[config.mk]
export PLATFORM = sky130hd
export DESIGN_NAME = axil_bram_bridge_flat
export DESIGN_NICKNAME = d
export VERILOG_FILES = /design/src/rtl/axil_bram_bridge_pkg.sv /design/src/rtl/axil_bram_bridge_if.sv /design/src/rtl/axil_rr_arb2.sv /design/src/rtl/axil_bram_bridge.sv /design/src/flat_wrapper.sv
export SDC_FILE = /design/constraint.sdc
export NUM_CORES = 1
export LEC_CHECK = 0
export ABC_AREA = 1
export ABC_CLOCK_PERIOD_IN_PS = 6400
export CAP_MARGIN = 20
export CORE_ASPECT_RATIO = 1.25
export CORE_MARGIN = 2
export CORE_UTILIZATION = 42
export DETAILED_ROUTE_END_ITERATION = 10
export PLACE_DENSITY_LB_ADDON = 0.08
export SLEW_MARGIN = 20
export SYNTH_ARGS = -nofsm -noshare
export SYNTH_HDL_FRONTEND = slang
export SYNTH_HIERARCHICAL = 1
export SYNTH_SLANG_ARGS = --single-unit
[constraint.sdc]
create_clock -name aclk -period 6.4 [get_ports aclk]
set_clock_uncertainty 0.1 [all_clocks]
set_input_delay 1.28 -clock aclk [delete_from_list [all_inputs] [get_ports aclk]]
set_output_delay 1.28 -clock aclk [all_outputs]
set_load 0.005 [all_outputs]
[src/rtl/axil_bram_bridge_pkg.sv]
// Shared types for the AXI4-Lite to BRAM bridge: FSM state encoding and
// AXI response codes.
package axil_bram_pkg;

  typedef enum logic [2:0] {
    IDLE,
    WR,
    WR_RESP,
    RD_WAIT,
    RD_RESP
  } state_e;

  localparam logic [1:0] RESP_OKAY   = 2'b00;
  localparam logic [1:0] RESP_SLVERR = 2'b10;

endpackage

[src/rtl/axil_bram_bridge_if.sv]
// AXI4-Lite channel bundle; the bridge uses the slave modport, the
// requesting side the master modport.
interface axil_bram_bridge_if #(
  parameter int ADDR_W = 16,
  parameter int DATA_W = 32
) ();
  logic [ADDR_W-1:0]   awaddr;
  logic                awvalid;
  logic                awready;
  logic [DATA_W-1:0]   wdata;
  logic [DATA_W/8-1:0] wstrb;
  logic                wvalid;
  logic                wready;
  logic [1:0]          bresp;
  logic                bvalid;
  logic                bready;
  logic [ADDR_W-1:0]   araddr;
  logic                arvalid;
  logic                arready;
  logic [DATA_W-1:0]   rdata;
  logic [1:0]          rresp;
  logic                rvalid;
  logic                rready;

  modport master (
    output awaddr, awvalid, wdata, wstrb, wvalid, bready, araddr, arvalid, rready,
    input  awready, wready, bresp, bvalid, arready, rdata, rresp, rvalid
  );

  modport slave (
    input  awaddr, awvalid, wdata, wstrb, wvalid, bready, araddr, arvalid, rready,
    output awready, wready, bresp, bvalid, arready, rdata, rresp, rvalid
  );
endinterface

[src/rtl/axil_rr_arb2.sv]
// Two-way round-robin arbiter (write vs read). On contention the class not
// granted last wins; after reset write wins.
module axil_rr_arb2 (
  input  logic i_clk,
  input  logic i_rst_n,
  input  logic i_req_wr,
  input  logic i_req_rd,
  output logic o_gnt_wr,
  output logic o_gnt_rd
);
  logic r_rd_prio;

  assign o_gnt_wr = i_req_wr & (~i_req_rd | ~r_rd_prio);
  assign o_gnt_rd = i_req_rd & (~i_req_wr |  r_rd_prio);

  // Requests are only presented when the grant is accepted, so any grant moves the pointer
  always_ff @(posedge i_clk or negedge i_rst_n) begin
    if (!i_rst_n) begin
      r_rd_prio <= 1'b0;
    end else if (o_gnt_wr) begin
      r_rd_prio <= 1'b1;
    end else if (o_gnt_rd) begin
      r_rd_prio <= 1'b0;
    end
  end
endmodule

[src/rtl/axil_bram_bridge.sv]
// AXI4-Lite slave to single-port BRAM bridge, one transaction in flight.
// Optional macro AXIL_BRAM_BRIDGE_ADDR_CHECK_EN: SLVERR on out-of-range addresses.
module axil_bram_bridge
  import axil_bram_pkg::*;
#(
  parameter int AXI_DATA_WIDTH    = 32,
  parameter int AXI_ADDR_WIDTH    = 16,
  parameter int BRAM_ADDR_WIDTH   = 12,
  parameter int BRAM_READ_LATENCY = 1
) (
  input  logic                          aclk,
  input  logic                          aresetn,
  axil_bram_bridge_if.slave             s_axil,
  output logic [BRAM_ADDR_WIDTH-1:0]    bram_addr,
  output logic [AXI_DATA_WIDTH-1:0]     bram_wrdata,
  output logic [AXI_DATA_WIDTH/8-1:0]   bram_we,
  output logic                          bram_en,
  input  logic [AXI_DATA_WIDTH-1:0]     bram_rddata
);
  localparam int         STRB_W = AXI_DATA_WIDTH / 8;
  localparam int         LSB    = $clog2(STRB_W);
  localparam int         HI     = BRAM_ADDR_WIDTH + LSB;
  localparam logic [1:0] LAT    = 2'(BRAM_READ_LATENCY);
`ifdef AXIL_BRAM_BRIDGE_ADDR_CHECK_EN
  localparam bit ADDR_CHECK = 1'b1;
`else
  localparam bit ADDR_CHECK = 1'b0;
`endif

  if (AXI_DATA_WIDTH != 32 && AXI_DATA_WIDTH != 64) begin : g_bad_dw
    $error("AXI_DATA_WIDTH must be 32 or 64");
  end
  if (BRAM_READ_LATENCY < 1 || BRAM_READ_LATENCY > 3) begin : g_bad_lat
    $error("BRAM_READ_LATENCY must be in 1..3");
  end
  if (AXI_ADDR_WIDTH < HI) begin : g_bad_aw
    $error("AXI_ADDR_WIDTH too narrow for BRAM_ADDR_WIDTH");
  end

  state_e                      r_state, w_state_nx;
  logic                        r_armed;
  logic [1:0]                  r_cnt, w_cnt_nx;
  logic [BRAM_ADDR_WIDTH-1:0]  r_addr;
  logic [AXI_DATA_WIDTH-1:0]   r_wdata;
  logic [STRB_W-1:0]           r_strb;
  logic                        r_ok;
  logic [AXI_DATA_WIDTH-1:0]   r_rdata;
  logic [1:0]                  r_bresp, r_rresp;

  logic                        w_accept, w_wr_go, w_rd_go;
  logic                        w_aw_ok, w_ar_ok;
  logic                        w_bram_en;
  logic [STRB_W-1:0]           w_bram_we;

  // Requests are only visible to the arbiter in IDLE, and never in the first cycle out of reset
  assign w_accept = (r_state == IDLE) && r_armed;

  axil_rr_arb2 u_arb (
    .i_clk    (aclk),
    .i_rst_n  (aresetn),
    .i_req_wr (w_accept & s_axil.awvalid & s_axil.wvalid),
    .i_req_rd (w_accept & s_axil.arvalid),
    .o_gnt_wr (w_wr_go),
    .o_gnt_rd (w_rd_go)
  );

  assign w_aw_ok = !ADDR_CHECK || ((s_axil.awaddr >> HI) == '0);
  assign w_ar_ok = !ADDR_CHECK || ((s_axil.araddr >> HI) == '0);

  always_ff @(posedge aclk or negedge aresetn) begin
    if (!aresetn) begin
      r_state <= IDLE;
      r_armed <= 1'b0;
      r_cnt   <= 2'd0;
    end else begin
      r_state <= w_state_nx;
      r_armed <= 1'b1;
      r_cnt   <= w_cnt_nx;
    end
  end

  always_comb begin
    w_state_nx = r_state;
    w_cnt_nx   = r_cnt;
    w_bram_en  = 1'b0;
    w_bram_we  = '0;
    case (r_state)
      IDLE: begin
        if (w_wr_go) begin
          w_state_nx = WR;
        end else if (w_rd_go) begin
          w_state_nx = RD_WAIT;
          w_cnt_nx   = LAT;
        end
      end
      WR: begin
        w_state_nx = WR_RESP;
        w_bram_en  = r_ok;
        w_bram_we  = r_ok ? r_strb : '0;
      end
      WR_RESP: begin
        if (s_axil.bready) w_state_nx = IDLE;
      end
      RD_WAIT: begin
        // Enable only on the first wait cycle; the counter then covers the BRAM pipeline
        w_bram_en = r_ok && (r_cnt == LAT);
        if (r_cnt == 2'd0) w_state_nx = RD_RESP;
        else               w_cnt_nx   = r_cnt - 2'd1;
      end
      RD_RESP: begin
        if (s_axil.rready) w_state_nx = IDLE;
      end
      default: w_state_nx = IDLE;
    endcase
  end

  always_ff @(posedge aclk or negedge aresetn) begin
    if (!aresetn) begin
      r_addr  <= '0;
      r_wdata <= '0;
      r_strb  <= '0;
      r_ok    <= 1'b0;
      r_bresp <= RESP_OKAY;
      r_rresp <= RESP_OKAY;
      r_rdata <= '0;
    end else begin
      if (w_wr_go) begin
        r_addr  <= s_axil.awaddr[HI-1:LSB];
        r_wdata <= s_axil.wdata;
        r_strb  <= s_axil.wstrb;
        r_ok    <= w_aw_ok;
        r_bresp <= w_aw_ok ? RESP_OKAY : RESP_SLVERR;
      end else if (w_rd_go) begin
        r_addr  <= s_axil.araddr[HI-1:LSB];
        r_ok    <= w_ar_ok;
        r_rresp <= w_ar_ok ? RESP_OKAY : RESP_SLVERR;
      end
      if (r_state == RD_WAIT && r_cnt == 2'd0) begin
        r_rdata <= r_ok ? bram_rddata : '0;
      end
    end
  end

  assign s_axil.awready = w_wr_go;
  assign s_axil.wready  = w_wr_go;
  assign s_axil.arready = w_rd_go;
  assign s_axil.bvalid  = (r_state == WR_RESP);
  assign s_axil.bresp   = r_bresp;
  assign s_axil.rvalid  = (r_state == RD_RESP);
  assign s_axil.rresp   = r_rresp;
  assign s_axil.rdata   = r_rdata;

  assign bram_addr   = r_addr;
  assign bram_wrdata = r_wdata;
  assign bram_en     = w_bram_en;
  assign bram_we     = w_bram_we;
endmodule

[src/flat_wrapper.sv]
// flat-port wrapper written by rule: the top's interface ports become plain ports
module axil_bram_bridge_flat import axil_bram_pkg::*;
#(
  parameter int AXI_DATA_WIDTH    = 32,
  parameter int AXI_ADDR_WIDTH    = 16,
  parameter int BRAM_ADDR_WIDTH   = 12,
  parameter int BRAM_READ_LATENCY = 1
)
  (aclk, aresetn, bram_addr, bram_wrdata, bram_we, bram_en, bram_rddata, s_axil_awaddr, s_axil_awvalid, s_axil_wdata, s_axil_wstrb, s_axil_wvalid, s_axil_bready, s_axil_araddr, s_axil_arvalid, s_axil_rready, s_axil_awready, s_axil_wready, s_axil_bresp, s_axil_bvalid, s_axil_arready, s_axil_rdata, s_axil_rresp, s_axil_rvalid);
  axil_bram_bridge_if #(.ADDR_W((16)), .DATA_W((32))) s_axil_i ();
  input  logic aclk;
  input  logic aresetn;
  output logic [BRAM_ADDR_WIDTH-1:0] bram_addr;
  output logic [AXI_DATA_WIDTH-1:0] bram_wrdata;
  output logic [AXI_DATA_WIDTH/8-1:0] bram_we;
  output logic bram_en;
  input  logic [AXI_DATA_WIDTH-1:0] bram_rddata;
  input wire logic [$bits(s_axil_i.awaddr)-1:0] s_axil_awaddr;
  input wire logic [$bits(s_axil_i.awvalid)-1:0] s_axil_awvalid;
  input wire logic [$bits(s_axil_i.wdata)-1:0] s_axil_wdata;
  input wire logic [$bits(s_axil_i.wstrb)-1:0] s_axil_wstrb;
  input wire logic [$bits(s_axil_i.wvalid)-1:0] s_axil_wvalid;
  input wire logic [$bits(s_axil_i.bready)-1:0] s_axil_bready;
  input wire logic [$bits(s_axil_i.araddr)-1:0] s_axil_araddr;
  input wire logic [$bits(s_axil_i.arvalid)-1:0] s_axil_arvalid;
  input wire logic [$bits(s_axil_i.rready)-1:0] s_axil_rready;
  output wire logic [$bits(s_axil_i.awready)-1:0] s_axil_awready;
  output wire logic [$bits(s_axil_i.wready)-1:0] s_axil_wready;
  output wire logic [$bits(s_axil_i.bresp)-1:0] s_axil_bresp;
  output wire logic [$bits(s_axil_i.bvalid)-1:0] s_axil_bvalid;
  output wire logic [$bits(s_axil_i.arready)-1:0] s_axil_arready;
  output wire logic [$bits(s_axil_i.rdata)-1:0] s_axil_rdata;
  output wire logic [$bits(s_axil_i.rresp)-1:0] s_axil_rresp;
  output wire logic [$bits(s_axil_i.rvalid)-1:0] s_axil_rvalid;
  assign s_axil_i.awaddr = s_axil_awaddr;
  assign s_axil_i.awvalid = s_axil_awvalid;
  assign s_axil_i.wdata = s_axil_wdata;
  assign s_axil_i.wstrb = s_axil_wstrb;
  assign s_axil_i.wvalid = s_axil_wvalid;
  assign s_axil_i.bready = s_axil_bready;
  assign s_axil_i.araddr = s_axil_araddr;
  assign s_axil_i.arvalid = s_axil_arvalid;
  assign s_axil_i.rready = s_axil_rready;
  assign s_axil_awready = s_axil_i.awready;
  assign s_axil_wready = s_axil_i.wready;
  assign s_axil_bresp = s_axil_i.bresp;
  assign s_axil_bvalid = s_axil_i.bvalid;
  assign s_axil_arready = s_axil_i.arready;
  assign s_axil_rdata = s_axil_i.rdata;
  assign s_axil_rresp = s_axil_i.rresp;
  assign s_axil_rvalid = s_axil_i.rvalid;
  axil_bram_bridge #(.AXI_DATA_WIDTH(AXI_DATA_WIDTH), .AXI_ADDR_WIDTH(AXI_ADDR_WIDTH), .BRAM_ADDR_WIDTH(BRAM_ADDR_WIDTH), .BRAM_READ_LATENCY(BRAM_READ_LATENCY)) u_core (.aclk(aclk), .aresetn(aresetn), .s_axil(s_axil_i), .bram_addr(bram_addr), .bram_wrdata(bram_wrdata), .bram_we(bram_we), .bram_en(bram_en), .bram_rddata(bram_rddata));
endmodule
==> results_dict.tcl, run 1 <==
set metrics [dict create \
    fin_area_sq_um 5800 \
    setup_viol 0 \
    power_per_cell_area_nw_per_um2 423 \
    p_total_mw 2.46 \
    grt_setup_unrepaired "no" \
    p_switching_uw 771 \
    finalWeightedCongestion 0.723 \
    syn_avg_cell_area_sq_um 8.39 \
    ir_drop_mv 0.207 \
    intPower_mw 1.69 \
    clock-root-buffer "clkbuf_8" \
    setup_tns_ns 0 \
    fillers 744 \
    end_kind "output pin" \
    grt_usage 0.204 \
    yosysMostFrequentCell "nand2_1" \
    drv_slew 0 \
    synthTopCellsByCount "224 x nand2_1, 88 x dfrtp_1, 50 x nand3_1" \
    ys_seq_area_frac 0.597 \
    worst_ep_arrival_time_ns 2.83 \
    cts_max_level 3 \
    synthCells 440 \
    viasPerCell 4.60 \
    die_w_um 87.8 \
    p_seq_frac 0.391 \
    io_buffers 184 \
    row_count 38 \
    start_kind "input port" \
    synth_area_leaders "dfrtp_1 60%, nand2_1 23%, nand3_1 6.8%" \
    grt-ovfl-total 0 \
    tightest_slew_ns 1.01 \
    cts.repair.resized 0 \
    hold_viol 0 \
    n_antenna_cell 0 \
    async_flop_share 1.00 \
    hpwlAfterDp_mm 7.00 \
    synth_ff_type "dfrtp_1" \
    cts_setup_buffers 0 \
    via_count 3396 \
    cp.required_ns 5.02 \
    synth-seq-cells 88 \
    fin_crit_ns 4.21 \
    antenna_found_initial 0 \
    syn_area_sq_um 3690 \
    initial_core_util 0.429 \
    clkLatencyLatePin_ns 0.35 \
    drv_cap 0 \
    first_pass_iters 4 \
    swShare 0.314 \
    die-area_sq_um 9560 \
    ys_warn_count 6 \
    core-area_sq_um 8610 \
    synth_cell_types 18 \
    antenna_left 0 \
    finalCritPeriodShare 0.658 \
    drc_errors 0 \
    power_frac_comb 0.426 \
    seq_area_sq_um 2200 \
    power_frac_clock 0.184 \
    synth_edf_count 0 \
    fp.dieH_um 109 \
    clkSlewWorstSetupHoldPaths_ns 0.09 \
    area_growth_pct 57.2 \
    synth.top_cell.area_share 0.597 \
    synth_top_area_cell "dfrtp_1" \
    clockBufferDepth 2 \
    holdWs_ns 0.375 \
    status "finished clean" \
    cts_sinks 88 \
    post_dp_cell_area_sq_um 5570 \
    grt_pass1_vias 3235 \
    p_leak_nw 2.81 \
    cts_buffers 9 \
    drt-total-wl_mm 9.73 \
    drive_above_1_share 0.0388 \
    nets 723 \
    fmax_mhz 237 \
    grt_pass1_wl_mm 15.1 \
    hold_path_class "reg2reg" \
    multi_input_area_sq_um 1280 \
    cts_hold_buf 0 \
    wl_per_cell_um 13.2 \
    relSlewSlack 0.321 \
    grt_max_degree 68 \
    ios 197 \
    cp_max_fo 10 \
    crit_type "in2out" \
    drtIter0Drc 90 \
    tritoncts "done" \
]
==> worst paths after layout <==
| path | startpoint | cells past startpoint | slack [ns] | endpoint |
|---|---|---|---|---|
| max | s_axil_wvalid | 6 | 2.19 | s_axil_awready |
| min | u_core/bram_wrdata[12]$_DFFE_PN0P_ | 2 | 0.38 | u_core/bram_wrdata[12]$_DFFE_PN0P_ |
| max reg2reg | u_core/r_state[1]$_DFFE_PN0P_ | 13 | 3.20 | u_core/r_state[1]$_DFFE_PN0P_ |
| min reg2reg | u_core/bram_wrdata[12]$_DFFE_PN0P_ | 2 | 0.38 | u_core/bram_wrdata[12]$_DFFE_PN0P_ |
| max in group asynchronous | aresetn | 2 | 4.30 | u_core/r_ok$_DFFE_PN0P_ |
| min in group asynchronous | aresetn | 1 | 0.71 | u_core/r_strb[1]$_DFFE_PN0P_ |
==> worst max-delay path: stages <==
cell             delay, ns
clkdlybuf4s50_1       0.45
nand2_1               0.06
nor2_1                0.13
inv_1                 0.09
a21oi_4               0.25
clkdlybuf4s50_1       0.57
==> final cells by class <==
| cell class | instances | share of cell area |
|---|---|---|
| Inverter | 21 | 0.0136 |
| Clock inverter | 6 | 0.0185 |
| Timing Repair Buffer | 186 | 0.320 |
| Tap cell | 120 | 0.0259 |
| Sequential cell | 88 | 0.380 |
| Clock buffer | 10 | 0.0220 |
| Multi-Input combinational cell | 308 | 0.221 |
==> cell usage in the layout (no fill, tap or decap), drive strengths merged <==
cell type        n
clkbuf          10
ha               2
a21oi            2
bufinv           3
dfrtp           88
nor2            16
clkdlybuf4s50  183
nor3             2
clkinv           2
o21ai            7
nand2          224
inv             21
conb             5
buf              3
nand3           50
clkinvlp         1
==> power by group through the flow <==
stage	registers, mW	logic (mW)	clock network (mW)
6_report	0.959	1.05	0.451
5_1_grt	0.994	1.17	0.486
4_1_cts	0.962	1.06	0.464
3_5_place_dp	0.970	1.06	0
3_3_place_gp	0.955	1.03	0
2_1_floorplan	0.979	0.384	0
==> per-layer routing <==
| metal | up-vias | wire length, um | global-route usage |
|---|---|---|---|
| met3 | 13 | 1020 | 0.0749 |
| met2 | 132 | 4580 | 0.324 |
| met5 | - | 0 | 0 |
| li1 | 1687 | - | - |
| met4 | 0 | 159 | 0.0857 |
| met1 | 1564 | 3970 | 0.249 |
==> flip-flops by register name (all words and copies together), names as in the netlist <==
register	cells
u_core/bram_addr	12
u_core/bram_wrdata	32
u_core/r_armed	1
u_core/r_cnt	2
u_core/r_ok	1
u_core/r_state	3
u_core/r_strb	4
u_core/s_axil.rdata	32
u_core/u_arb/r_rd_prio	1
==> per-stage QoR <==
step / util / instances / worst slack (ns)
after floorplan: - / 443 / 3.12
after global placement: 0.647 / 723 / 2.19
after detailed placement: 0.647 / 723 / 2.17
after CTS: 0.674 / 739 / 2.17
after global routing: 0.674 / 739 / 2.10
final: 0.674 / 739 / 2.19
==> logic make-up after synthesis <==
logic type | synth area share
other | 0.00204
and+or+nand+nor | 0.320
DFF | 0.597
adders and majority gates | 0.00678
AOI/OAI and AO/OA | 0.0122
buffers and inverters | 0.0624
Note: power is estimated with default switching activity, not from simulation.
==> run 2: changes to the inputs <==
ABC_CLOCK_PERIOD_IN_PS = 4070   (was 6400)
CORE_UTILIZATION = 39   (was 42)
clock period = 4.07 ns   (was 6.4 ns; I/O delays follow)
==> run 2 against run 1 <==
Compared with the run above: utilization is 3.3 points lower; combinational power is 56% higher; clock-buffer cell count is 1 higher; critical path depth stayed put; via count hardly changed; clock power is 78% higher.
==> results_dict.tcl, run 2 (synthesis results as in run 1) <==
set metrics [dict create \
    clkLatencyLatePin_ns 0.33 \
    grt-ovfl-total 0 \
    layout_common_cells "224 x nand2_1, 183 x clkdlybuf4s50_1, 88 x dfrtp_1" \
    final_common_cell "nand2_1" \
    grt_setup_unrepaired "no" \
    status "finished clean" \
    wl_per_cell_um 13.0 \
    fp.dieH_um 113 \
    cts_setup_buffers 0 \
    grt_pass1_wl_mm 15.7 \
    cp.required_ns 3.16 \
    p_switching_mw 1.22 \
    grt_max_degree 89 \
    power_per_cell_area_nw_per_um2 673 \
    area_growth_pct 59.4 \
    grt_pass1_vias 3339 \
    cts.repair.resized 0 \
    core-area_sq_um 9170 \
    cts_max_level 3 \
    r2r_start "u_core/r_state[1]$_DFFE_PN0P_" \
    drtIter0Drc 84 \
    nets 726 \
    end_kind "output pin" \
    tritoncts "done" \
    io_buffers 184 \
    clkSlewWorstSetupHoldPaths_ns 0.06 \
    die_w_um 91 \
    drv_slew 0 \
    first_pass_iters 4 \
    setup_slack_ns 0.789 \
    crit_start "s_axil_wvalid" \
    cts_buffers 9 \
    drc_errors 0 \
    finalWeightedCongestion 0.758 \
    finalCritPeriodShare 0.806 \
    clockBufferDepth 2 \
    grt_usage 0.192 \
    antenna_found_initial 0 \
    clock-root-buffer "clkbuf_16" \
    intPower_mw 2.74 \
    hold_viol 0 \
    antenna_left 0 \
    power_frac_clock 0.203 \
    drt-total-wl_mm 9.68 \
    swShare 0.308 \
    die-area_sq_um 10300 \
    ios 197 \
    setup_viol 0 \
    cts_hold_buf 0 \
    hpwlAfterDp_mm 6.89 \
    fin_crit_ns 3.28 \
    setup_tns_ns 0 \
    hold_path_class "reg2reg" \
    drv_cap 0 \
    worst_ep_arrival_time_ns 2.37 \
    fmax_mhz 305 \
    power_frac_comb 0.416 \
    hp-start "u_core/bram_wrdata[6]$_DFFE_PN0P_" \
    cts_sinks 88 \
    p_seq_frac 0.382 \
    via_count 3393 \
    viasPerCell 4.56 \
    pre_cts_slack_ns 0.780 \
    relSlewSlack 0.352 \
    ir_drop_mv 0.337 \
    tightest_slew_ns 0.969 \
    row_count 39 \
    p_leak_nw 2.85 \
    crit_type "in2out" \
    n_antenna_cell 0 \
    initial_core_util 0.402 \
    start_kind "input port" \
    cp_max_fo 8 \
    drive_above_1_share 0.0403 \
]
[run 2: changes by cell type in the layout (fill, tap and decap cells not counted), moves of 2 or more]
cell       previous run  this run
clkbuf_8              9         1
buf_4                 3         5
clkbuf_16             0         9
bufinv_16             3         1
[run 2: worst max-delay path, stage by stage]
cell	delay, ns
clkdlybuf4s50_1	0.46
nand2_1	0.06
nor2_1	0.16
inv_1	0.11
a21oi_4	0.22
clkdlybuf4s50_1	0.55
[run 2: path summary, 6_finish.rpt]
| kind | slack (ns) | end | cells past startpoint |
|---|---|---|---|
| setup / recovery | 0.79 | s_axil_wready | 6 |
| hold / removal | 0.37 | u_core/bram_wrdata[6]$_DFFE_PN0P_ | 2 |
| setup reg to reg | 1.29 | u_core/r_state[1]$_DFFE_PN0P_ | 13 |
| hold reg to reg | 0.37 | u_core/bram_wrdata[6]$_DFFE_PN0P_ | 2 |
| max in group asynchronous | 2.89 | u_core/bram_wrdata[16]$_DFFE_PN0P_ | 1 |
| min in group asynchronous | 0.44 | u_core/s_axil.rdata[5]$_DFFE_PN0P_ | 1 |
[run 2: final cells by class]
cell class | instances | area [sq um]
repair buffers | 189 | 1880
flip-flops and latches | 88 | 2200
multi-input cells | 308 | 1280
inverters | 21 | 78.8
clock inverters | 4 | 45.0
clock buffers | 11 | 243
well taps | 123 | 154
fillers | 824 | 3290
[run 2: power groups by stage]
stage	clock network [mW]	logic, mW	registers, mW
after floorplan	0	0.604	1.54
after global placement	0	1.64	1.51
after detailed placement	0	1.67	1.52
after CTS	0.824	1.68	1.52
after global routing	0.862	1.83	1.57
final	0.802	1.64	1.51
[run 2: per-stage QoR]
stage / util / hold slack [ns] / total power, mW / cell area [sq um] / std cells
after floorplan: - / 0.365 / 2.14 / 3700 / 443
after global placement: 0.610 / 0.353 / 3.15 / 5590 / 729
after detailed placement: 0.610 / 0.359 / 3.19 / 5590 / 729
after CTS: 0.641 / 0.374 / 4.02 / 5880 / 744
after global routing: 0.641 / 0.396 / 4.26 / 5880 / 744
final: 0.641 / 0.367 / 3.96 / 5880 / 744
[run 2: metal layers]
metal  vias to the layer above  track usage  wire [um]
met3                        14       0.0726        928
met5                         -            0          0
met2                       136        0.305       4470
met4                         0       0.0747        191
met1                      1547        0.238       4090
li1                       1696            -          -
